==> src/rtl/ir_key_tx_pkg.sv <==
// Shared constants for the IR remote-control link: keypad codes, NEC-style
// frame timing in protocol units, and the transmitter state encoding.
// The receiver/decoder imports the same package so both ends agree on
// the frame shape.
package ir_key_tx_pkg;

  // Keypad codes produced by the keypad scanner.
  localparam logic [3:0] KEY_NONE    = 4'h0;
  localparam logic [3:0] KEY_SPEED_1 = 4'h1;
  localparam logic [3:0] KEY_SPEED_2 = 4'h2;
  localparam logic [3:0] KEY_SPEED_3 = 4'h3;
  localparam logic [3:0] KEY_OFF     = 4'h4;
  localparam logic [3:0] KEY_TIMER   = 4'h5;
  localparam logic [3:0] KEY_OSC     = 4'h6;
  localparam logic [3:0] KEY_MODE    = 4'h7;

  // Frame element durations, in protocol units.
  localparam int IR_LEAD_MARK_U  = 16;
  localparam int IR_LEAD_SPACE_U = 8;
  localparam int IR_BIT_MARK_U   = 1;
  localparam int IR_ONE_SPACE_U  = 3;
  localparam int IR_ZERO_SPACE_U = 1;
  localparam int IR_STOP_MARK_U  = 1;
  localparam int IR_FRAME_BITS   = 32;

  // Default device address carried in every frame.
  localparam logic [7:0] IR_ADDR_DEFAULT = 8'h00;

  // Transmitter states; the three *_MARK states are the only ones with the
  // envelope high.
  typedef enum logic [2:0] {
    ST_IDLE       = 3'd0,
    ST_LEAD_MARK  = 3'd1,
    ST_LEAD_SPACE = 3'd2,
    ST_BIT_MARK   = 3'd3,
    ST_BIT_SPACE  = 3'd4,
    ST_STOP_MARK  = 3'd5,
    ST_GAP        = 3'd6
  } ir_tx_state_e;

  // 32-bit payload, sent LSB first: addr, ~addr, data, ~data.
  // The complement bytes guarantee exactly 16 one-bits per frame, which
  // fixes the frame length regardless of key.
  function automatic logic [31:0] ir_frame_word(input logic [7:0] addr,
                                                input logic [3:0] key);
    logic [7:0] data;
    data = {4'h0, key};
    return {~data, data, ~addr, addr};
  endfunction

endpackage

==> src/rtl/ir_key_tx_carrier.sv <==
// Carrier generator for the IR LED. While disabled the output is parked
// high with the divider cleared, so every mark starts on a full high
// half-period.
module ir_carrier_gen #(
  parameter int CARRIER_HALF = 658
) (
  input  logic clk,
  input  logic rst_n,
  input  logic en,
  output logic carrier
);

  localparam int HW = (CARRIER_HALF > 1) ? $clog2(CARRIER_HALF) : 1;
  localparam logic [HW-1:0] HALF_LAST = HW'(CARRIER_HALF - 1);

  logic [HW-1:0] half_cnt;

  // Divide clk down to the carrier: toggle every CARRIER_HALF cycles while enabled.
  always_ff @(posedge clk or negedge rst_n) begin
    if (!rst_n) begin
      half_cnt <= '0;
      carrier  <= 1'b1;
    end else if (!en) begin
      half_cnt <= '0;
      carrier  <= 1'b1;
    end else if (half_cnt == HALF_LAST) begin
      half_cnt <= '0;
      carrier  <= ~carrier;
    end else begin
      half_cnt <= half_cnt + 1'b1;
    end
  end

endmodule

==> src/rtl/ir_key_tx.sv <==
// IR key transmitter: accepts a 4-bit key from the keypad scanner and sends
// it as an NEC-style frame (leader, 32 pulse-distance bits, stop mark,
// then an idle gap), modulated onto the carrier for the IR LED.
//
// Handshake: a key is taken on the clk edge where key_valid && key_ready.
// key_ready is a registered copy of (state == IDLE); it drops on the accept
// edge and returns only once the post-frame gap has elapsed. key_valid
// held while busy is simply waited on; key is sampled only on the accept
// edge, nothing is queued.
module ir_key_tx
  import ir_key_tx_pkg::*;
#(
  parameter int         UNIT_CYC     = 28125,
  parameter int         CARRIER_HALF = 658,
  parameter logic [7:0] IR_ADDR      = IR_ADDR_DEFAULT,
  parameter int         GAP_UNITS    = 64
) (
  input  logic       clk,
  input  logic       rst_n,
  input  logic [3:0] key,
  input  logic       key_valid,
  output logic       key_ready,
  output logic       ir_out,
  output logic       ir_env,
  output logic       tx_done
);

  // Unit counter must hold the longest state in units (leader or gap).
  localparam int MAX_UNITS = (GAP_UNITS > IR_LEAD_MARK_U) ? GAP_UNITS : IR_LEAD_MARK_U;
  localparam int CW        = (UNIT_CYC > 1) ? $clog2(UNIT_CYC) : 1;
  localparam int UW        = $clog2(MAX_UNITS);

  localparam logic [CW-1:0] CYC_LAST     = CW'(UNIT_CYC - 1);
  localparam logic [CW-1:0] CYC_PRE_LAST = CW'(UNIT_CYC - 2);
  localparam logic [UW-1:0] GAP_LAST     = UW'(GAP_UNITS - 1);
  localparam logic [4:0]    BIT_LAST     = 5'(IR_FRAME_BITS - 1);

  ir_tx_state_e   state;
  logic [CW-1:0]  cyc_cnt;
  logic [UW-1:0]  unit_cnt;
  logic [4:0]     bit_idx;
  logic [31:0]    shift_reg;
  logic [UW-1:0]  dur_last;
  logic           state_done;
  logic           carrier;

  // Last unit index of the current state; a bit space depends on the bit being sent.
  always_comb begin
    dur_last = '0;
    case (state)
      ST_LEAD_MARK:  dur_last = UW'(IR_LEAD_MARK_U - 1);
      ST_LEAD_SPACE: dur_last = UW'(IR_LEAD_SPACE_U - 1);
      ST_BIT_MARK:   dur_last = UW'(IR_BIT_MARK_U - 1);
      ST_BIT_SPACE:  dur_last = shift_reg[0] ? UW'(IR_ONE_SPACE_U - 1)
                                             : UW'(IR_ZERO_SPACE_U - 1);
      ST_STOP_MARK:  dur_last = UW'(IR_STOP_MARK_U - 1);
      ST_GAP:        dur_last = GAP_LAST;
      default:       dur_last = '0;
    endcase
  end

  // The current state has run its full units*UNIT_CYC cycles this cycle.
  assign state_done = (cyc_cnt == CYC_LAST) && (unit_cnt == dur_last);

  // Frame sequencer: state, timing counters, payload shifter and registered outputs.
  always_ff @(posedge clk or negedge rst_n) begin
    if (!rst_n) begin
      state     <= ST_IDLE;
      key_ready <= 1'b1;
      ir_env    <= 1'b0;
      tx_done   <= 1'b0;
      cyc_cnt   <= '0;
      unit_cnt  <= '0;
      bit_idx   <= '0;
      shift_reg <= '0;
    end else begin
      tx_done <= 1'b0;
      if (state == ST_IDLE) begin
        if (key_valid && key_ready) begin
          state     <= ST_LEAD_MARK;
          ir_env    <= 1'b1;
          key_ready <= 1'b0;
          shift_reg <= ir_frame_word(IR_ADDR, key);
          cyc_cnt   <= '0;
          unit_cnt  <= '0;
          bit_idx   <= '0;
        end
      end else if (state_done) begin
        // Every state entry starts timing from zero.
        cyc_cnt  <= '0;
        unit_cnt <= '0;
        case (state)
          ST_LEAD_MARK: begin
            state  <= ST_LEAD_SPACE;
            ir_env <= 1'b0;
          end
          ST_LEAD_SPACE: begin
            state  <= ST_BIT_MARK;
            ir_env <= 1'b1;
          end
          ST_BIT_MARK: begin
            state  <= ST_BIT_SPACE;
            ir_env <= 1'b0;
          end
          ST_BIT_SPACE: begin
            shift_reg <= shift_reg >> 1;
            ir_env    <= 1'b1;
            if (bit_idx == BIT_LAST) begin
              state   <= ST_STOP_MARK;
              bit_idx <= '0;
            end else begin
              state   <= ST_BIT_MARK;
              bit_idx <= bit_idx + 1'b1;
            end
          end
          ST_STOP_MARK: begin
            state  <= ST_GAP;
            ir_env <= 1'b0;
          end
          ST_GAP: begin
            state     <= ST_IDLE;
            key_ready <= 1'b1;
          end
          default: begin
            state     <= ST_IDLE;
            ir_env    <= 1'b0;
            key_ready <= 1'b1;
          end
        endcase
      end else begin
        if (cyc_cnt == CYC_LAST) begin
          cyc_cnt  <= '0;
          unit_cnt <= unit_cnt + 1'b1;
        end else begin
          cyc_cnt <= cyc_cnt + 1'b1;
        end
        // Registered so tx_done is high during the final gap cycle, the one
        // in which the return to IDLE is taken (key_ready still low).
        if (state == ST_GAP && cyc_cnt == CYC_PRE_LAST && unit_cnt == GAP_LAST) begin
          tx_done <= 1'b1;
        end
      end
    end
  end

  // Carrier runs only during marks; parking it between marks restarts it high.
  ir_carrier_gen #(
    .CARRIER_HALF (CARRIER_HALF)
  ) u_carrier (
    .clk     (clk),
    .rst_n   (rst_n),
    .en      (ir_env),
    .carrier (carrier)
  );

  // Gate the carrier with the envelope so the LED is dark in every space.
  assign ir_out = ir_env & carrier;

endmodule

==> config.mk <==
export PLATFORM = sky130hd
export DESIGN_NAME = ir_key_tx
export DESIGN_NICKNAME = d
export VERILOG_FILES = /design/src/rtl/ir_key_tx_pkg.sv /design/src/rtl/ir_key_tx_carrier.sv /design/src/rtl/ir_key_tx.sv
export SDC_FILE = /design/constraint.sdc
export NUM_CORES = 1
export LEC_CHECK = 0
export CAP_MARGIN = 10
export CORE_MARGIN = 2
export CORE_UTILIZATION = 45
export CTS_BUF_LIST = sky130_fd_sc_hd__clkbuf_8
export DETAILED_ROUTE_END_ITERATION = 8
export HOLD_SLACK_MARGIN = 0.12
export SYNTH_ARGS = -nofsm -noshare
export SYNTH_HDL_FRONTEND = slang
export SYNTH_HIERARCHICAL = 1
export SYNTH_SLANG_ARGS = --single-unit
==> constraint.sdc <==
create_clock -name clk -period 2.2 [get_ports clk]
set_input_delay 0.55 -clock clk [delete_from_list [all_inputs] [get_ports clk]]
set_output_delay 0.55 -clock clk [all_outputs]
set_load 0.03 [all_outputs]
After elaboration in Yosys (flattened, before gate mapping). Cells that the tools add are included.

Flip-flop bits (word level): 75. Latch bits: 0. Bits in writable memories: 0. Memory bits (read-only): 0. Memories kept: 0.

$add $sub $neg: 4. Multipliers: 0. Divide/modulo/power cells: 0. Order comparisons: 0. Equal/unequal tests: 16. Shifts and indexed selects: 0. Mux-type cells: 39. Bitwise operators: 3. Reduce and logical (&&, ||, !) cells: 15.

Operator list (count): $mux W32 (4); $mux W15 (4); $eq A15 B15 Y1 const B (2); $mux W5 (5); $mux W6 (4); $pmux W6 S4 (1); $mux W10 (2); $add A15 B1 Y15 const B (1); $pmux W3 S5 (1); $mux W1 (12); $mux W3 (4); $add A10 B1 Y10 const B (1); $eq A10 B10 Y1 const B (1); $eq A3 B3 Y1 const B (3); $reduce_and A3 Y1 (3); $not A4 Y8 (1); $add A6 B1 Y6 const B (1); $eq A3 B2 Y1 const B (2); $eq A6 B6 Y1 (1); $eq A6 B6 Y1 const B (1); $ne A2 B1 Y1 const B (3); $add A5 B1 Y5 const B (1); $eq A5 B5 Y1 const B (1); $reduce_or A5 Y1 (1); other kinds (12) (17).

Longest topological paths before layout. Gate-level depths: netlist of run 1.

Depth in word-level cells: 6. Mapped depth: 9. Gate-level depth less buffers: 8.

Cells and area by module. Netlist of run 1, hierarchy kept.

Modules (own cells, without submodules): ir_key_tx (instances 1, cells an instance 361, area an instance 3348.2 um^2, sequential area each 1602.8 um^2); ir_carrier_gen (instances 1, cells an instance 52, area an instance 544.3 um^2, sequential area each 276.5 um^2).

Least setup slack after synthesis of run 1. No wires, ideal clock.

Path type: reg-to-reg. From: reg state[2]. To: reg shift_reg[26]. Setup time: 0.127 ns. Data arrival time: 2.200 ns. Path slack: -0.128 ns. Stages on the path, launching flop included: 9. Buffers on the path: 2. Clock period less this slack: 2.328 ns. Cells stage by stage: dfrtp_1 > or4b_1 > o22a_1 > o41ai_2 > nand3_2 > buf_6 > a21oi_4 > buf_6 > mux2_1.

Cells in the longest elaborated chain, start to end: 6.

Ends and longest elaborated chain: from (decl) (line ir_key_tx.sv:38) `ir_tx_state_e state;`; from (signal assigned) (line ir_key_tx.sv:68) `state <= ST_IDLE;`; from (signal assigned) (line ir_key_tx.sv:80) `state <= ST_LEAD_MARK;`; from (signal assigned) (line ir_key_tx.sv:94) `state <= ST_LEAD_SPACE;`; $eq A3 B3 Y1, or another cell as far along (line ir_key_tx.sv:50) `case (state)`; $pmux W6 S4 (line ir_key_tx.sv:50); $eq A6 B6 Y1 (line ir_key_tx.sv:63) `assign state_done = (cyc_cnt == CYC_LAST) && (unit_cnt == dur_last);`; $logic_and A1 B1 Y1 (line ir_key_tx.sv:63); $reduce_bool A2 Y1 (no source line); $reduce_and A3 Y1 (no source line); to (signal assigned) (line ir_key_tx.sv:83) `shift_reg <= ir_frame_word(IR_ADDR, key);`; to (signal assigned) (line ir_key_tx.sv:106) `shift_reg <= shift_reg >> 1;`; to (decl) (line ir_key_tx.sv:42) `logic [31:0] shift_reg;`.

Several ways; a longest one is shown, not always the timed one. A chain may end at the register's enable or synchronous reset.

Worst setup path after layout of run 1.
From: reg state[2]. To: reg shift_reg[14].

The elaborated chain is that of the path after synthesis.

==> impl_metrics.ini, run 1 <==
[yosys]
synth_top_area_frac = 0.469
synth.largest_area_cell = dfrtp_1
synth.ff_latch_count = 75
synthArstFlopShare = 1.00
yosysWarnings = 6
seq_area_frac_synth = 0.483
synth_edf_count = 0
synth_area_um2 = 3890
synth_ff_type = dfrtp_1
ys_types = 53
syn-num-nets = 427
synthTopCellsByArea = dfrtp_1 (47%), o21ai_0 (6.4%), nand2_1 (4.4%), or4_1 (4.4%), inv_1 (2.6%)
synthCells = 413
syn_avg_cell_area_um2 = 9.42

[cells_and_area]
largest_register_ff_count = 32
antennaDiodeCount = 0
syn_to_final_growth_pct = 22.2
layout.cells.non_filler = 578
fin_nets = 483
layout_common_cells = dfrtp_1 (73), buf_4 (50), nand2_1 (46)
final_util = 0.573
final_common_cell = dfrtp_1
drive_gt1_frac = 0.216
stdcell_area_um2 = 4760

[floorplanning]
die_area_um2 = 9410
fp.coreArea_um2 = 8300
initial_utilization = 0.469
die-width_um = 97.0
io_pins = 11
die_h_um = 97.0
row_count = 33

[cts]
clkSinkCount = 75
cts_htree_levels = 3
cts_made_buffers = 9
clockRootBuffer = clkbuf_8
cts_hold_buffers = 0
cts_max_path_buffers = 2
clkSlewWorstSetupHoldPaths_ps = 80
insertion_delay_ps = 350
cts_tree = yes

[timing]
fmax_mhz = 424
drv_slew = 0
min_period_ps = 2360
final_hold_viol_count = 0
setup_ws_ps = -156
setup_viol = 35
fin_crit_sh = 1.07
relSlewSlack = 0.579
tns_ps = -3260
tightest_slew_ps = 628
clock_skew_ps = 13.8
holdWs_ps = 126
rsz0062_at_grt = yes

[placement]
dp_hpwl_um = 5900
dpl.cell_count = 560
io_buffer_count = 10
pre_cts_ws_ps = -142
placed_area_um2 = 4460
gp_congestion = 0.808

[detailed_routing]
drcViolationCount = 0
drt_iter0_markers = 122
ant_nets = 0
dr_total_vias = 3212
post_drt_wl_per_cell_um = 15.3
wl_um = 8850
dr.pass1.iters = 5
vias_per_cell = 5.56

[run_status]
violations = setup timing
status = finished, violations left

[worst_hold_path]
hp-class = in2async

[grt]
grt_overflow_total = 0
grt_pass1_wl_um = 15000
track_usage = 0.194
antenna_found_initial = 0
grt_pass1_vias = 3113
grt_max_degree = 33

[setup_path]
worstPathRequired_ps = 2440
reg2reg_from = state[2]
cp-end-kind = register
crit_path_max_incr_delay_ps = 540
cp_slowest_cell = or4b_1
worstPathArrival_ps = 2600
worstPathMaxFanout = 11
worstSetupStartpoint = state[2]
start_kind = register
crit_type = reg2reg
crit_chain = or4b_1, o22a_1, o41ai_2, nand3_2, buf_6, buf_12, or4_1, o21a_1

[power]
power.leakage_nw = 2.10
powerDensity_nw_per_um2 = 520
finalPower_mw = 2.47
ir_worst_vdd_mv = 0.359

[flow_run]
drv_cap = 0
## synthesized netlist by cell type (2+ instances only)
master,instances
and3_1,5
a31oi_1,6
buf_6,3
o21a_1,11
inv_1,27
clkbuf_1,16
and2_1,3
mux2i_1,9
or4_1,23
or3_1,7
mux2_2,6
dfstp_2,2
nand2b_1,3
dfrtp_1,73
o31ai_1,5
o21ai_0,50
ha_1,7
o21ai_1,3
nand3b_1,2
nand2_1,46
nand4b_1,3
nor2_1,22
xnor2_1,3
nand4_1,11
nor3_1,6
mux2_1,2
a21oi_1,15
nor4_1,2
buf_2,2
nand3_1,17
## what timing repair did
item / in CTS / in global routing
gates resized for setup: 8 / 19
setup buffers: 0 / 2
endpoints found under the setup margin: 34 / 46
pin swaps: 0 / 4
gates cloned: 0 / 1
## worst max-delay path: cells and delay by family, from the launching register on
family | cells | cell delay [ps]
flip-flops | 1 | 410
buffers and inverters | 2 | 290
AND/OR/NAND/NOR | 3 | 1130
AO/OA/AOI/OAI | 3 | 410
## metal layers
metal,track usage,part of all wire,vias to the layer above
li1,-,-,1603
met1,0.279,0.50,1572
met2,0.299,0.47,29
met3,0.0368,0.020,8
met4,0.0607,0.012,0
met5,0,0,-
## worst paths after layout
kind / endpoint / slack [ps] / depth (start not counted)
worst max register to register: shift_reg[14] / -160 / 8
max in group asynchronous: u_carrier/carrier / 1420 / 2
worst max-delay path: shift_reg[14] / -160 / 8
worst min-delay path: cyc_cnt[8] / 130 / 1
worst min register to register: shift_reg[14] / 500 / 1
min in group clk: shift_reg[14] / 500 / 1
## kinds of logic (layout without fill, tap and decap cells)
group                      count (synthesis)  in the layout  synth area share
AOI/OAI and AO/OA                        102            102             0.162
xor gates and xnor gates                   4              4           0.00900
adders and majority gates                  7              7            0.0225
buffers and inverters                     49            109            0.0546
DFF                                       75             75             0.483
muxes                                     17             17            0.0463
and+or+nand+nor                          159            159             0.223
## where the power goes
group / total [mW] / switching (mW) / internal (mW)
clock network: 1.05 / 0.534 / 0.520
logic: 0.0440 / 0.0302 / 0.0138
registers: 1.38 / 0 / 1.38
## cell type report
cell class,count,area (um2)
multi-input cells,289,1860
inverters,27,101
fillers,749,3540
repair buffers,67,598
flip-flops and latches,75,1880
clock buffers,9,124
clock inverters,6,65.1
well taps,105,131
Note: power is estimated with default switching activity, not from simulation.
==> run 2: changes to the inputs <==
==> constraint.sdc (replaced) <==
create_clock -name clk -period 2.55 [get_ports clk]
set_input_delay 0.6375 -clock clk [delete_from_list [all_inputs] [get_ports clk]]
set_output_delay 0.6375 -clock clk [all_outputs]
set_load 0.03 [all_outputs]
==> impl_metrics.ini, run 2 (synthesis gave the netlist of run 1 again) <==
[timing]
final_hold_viol_count = 0
tns_ps = 0
min_period_ps = 2410
relSlewSlack = 0.617
setup_viol = 0
tightest_slew_ps = 572
drv_slew = 0
holdWs_ps = 243
fmax_mhz = 414
rsz0062_at_grt = no
fin_crit_sh = 0.946
clock_skew_ps = 9.28

[floorplanning]
die-width_um = 97.0
row_count = 33
initial_utilization = 0.469
die_h_um = 97.0
fp.coreArea_um2 = 8300
io_pins = 11
die_area_um2 = 9410

[cells_and_area]
antennaDiodeCount = 0
layout_common_cells = dfrtp_1 (73), o21ai_0 (50), nand2_1 (46)
layout.cells.non_filler = 540
syn_to_final_growth_pct = 13.2
fin_nets = 444
final_common_cell = dfrtp_1
stdcell_area_um2 = 4410
drive_gt1_frac = 0.115
largest_register_ff_count = 32
final_util = 0.531

[flow_run]
drv_cap = 0

[grt]
grt_max_degree = 44
grt_overflow_total = 0
grt_pass1_wl_um = 14100
track_usage = 0.179
grt_pass1_vias = 3048
antenna_found_initial = 0

[power]
p_sw_frac = 0.213
ir_worst_vdd_mv = 0.293
p_int_mw = 1.75
powerDensity_nw_per_um2 = 505
p_switching_uw = 475
power.leakage_nw = 1.89
combPwrFrac = 0.016
p_clk_frac = 0.450
p_seq_frac = 0.534

[detailed_routing]
dr_total_vias = 3082
drt_iter0_markers = 130
drcViolationCount = 0
vias_per_cell = 5.71
ant_nets = 0
dr.pass1.iters = 4
wl_um = 8070
post_drt_wl_per_cell_um = 14.9

[cts]
insertion_delay_ps = 340
cts_tree = yes
ctsResizeCount = 0
clockRootBuffer = clkbuf_8
clkSinkCount = 75
cts_max_path_buffers = 2
post-cts-setup-buffer-count = 0
cts_made_buffers = 9
cts_htree_levels = 3
cts_hold_buffers = 0
clkSlewWorstSetupHoldPaths_ps = 80

[run_status]
status = completed

[setup_path]
worstPathRequired_ps = 2780
crit_chain = buf_4, o31a_1, o41ai_4, nand3_2, buf_6, or4_1, o21a_1
cp-end-kind = register
crit_type = reg2reg
worstPathArrival_ps = 2640
crit_family = compound AO/OA/AOI/OAI gates
start_kind = register
worstPathMaxFanout = 28
crit_path_max_incr_delay_ps = 480
path_buf_inv = 2
cp_slowest_cell = or4_1

[placement]
gp_congestion = 0.833
io_buffer_count = 10
placed_area_um2 = 4170
dpl.cell_count = 524
dp_hpwl_um = 5310

[worst_hold_path]
hp-class = in2async
## run 2: cell types whose count changed in the layout (fill, tap and decap cells not counted), sizes merged
cell,previous run,this run
buf,57,19
bufinv,1,2
clkbuf,10,9
clkdlybuf4s50,8,9
clkinv,3,4
clkinvlp,1,0
dlygate4sd2,1,0
## run 2: layout make-up
class	count	area, um2
inverter	27	101
multi-input combinational	289	1820
clock buffer	9	124
clock inverter	7	95.1
tap	105	131
fill	742	3890
timing repair buffer	28	262
sequential	75	1880
## run 2: power groups by stage
stage | registers, mW | logic, mW | clock network (mW)
2_1_floorplan | 1.21 | 0.0000872 | 0
3_3_place_gp | 1.21 | 0.0387 | 0
3_5_place_dp | 1.21 | 0.0389 | 0
4_1_cts | 1.19 | 0.0391 | 1.03
5_1_grt | 1.19 | 0.0432 | 1.08
6_report | 1.19 | 0.0363 | 1.00
## run 2: worst paths after layout
check                           depth (start not counted)           from  slack [ps]           endpoint
worst min register to register                          1  shift_reg[31]         490      shift_reg[31]
worst max register to register                          7       state[1]         140      shift_reg[29]
worst max-delay path                                    7       state[1]         140      shift_reg[29]
min in group clk                                        1  shift_reg[31]         490      shift_reg[31]
max in group asynchronous                               2          rst_n        1670  u_carrier/carrier
worst min-delay path                                    1          rst_n         240       shift_reg[6]
## run 2: routing by layer
layer  routed length, um  GRT usage
met4                  96     0.0574
met3                 160     0.0347
met2                3770      0.281
met5                   0          0
met1                4040      0.251
## run 2: stage by stage
step	power [mW]	worst slack, ps
2_1_floorplan	1.21	222
3_3_place_gp	1.25	238
3_5_place_dp	1.25	147
4_1_cts	2.26	96.3
5_1_grt	2.31	30.7
6_report	2.23	137
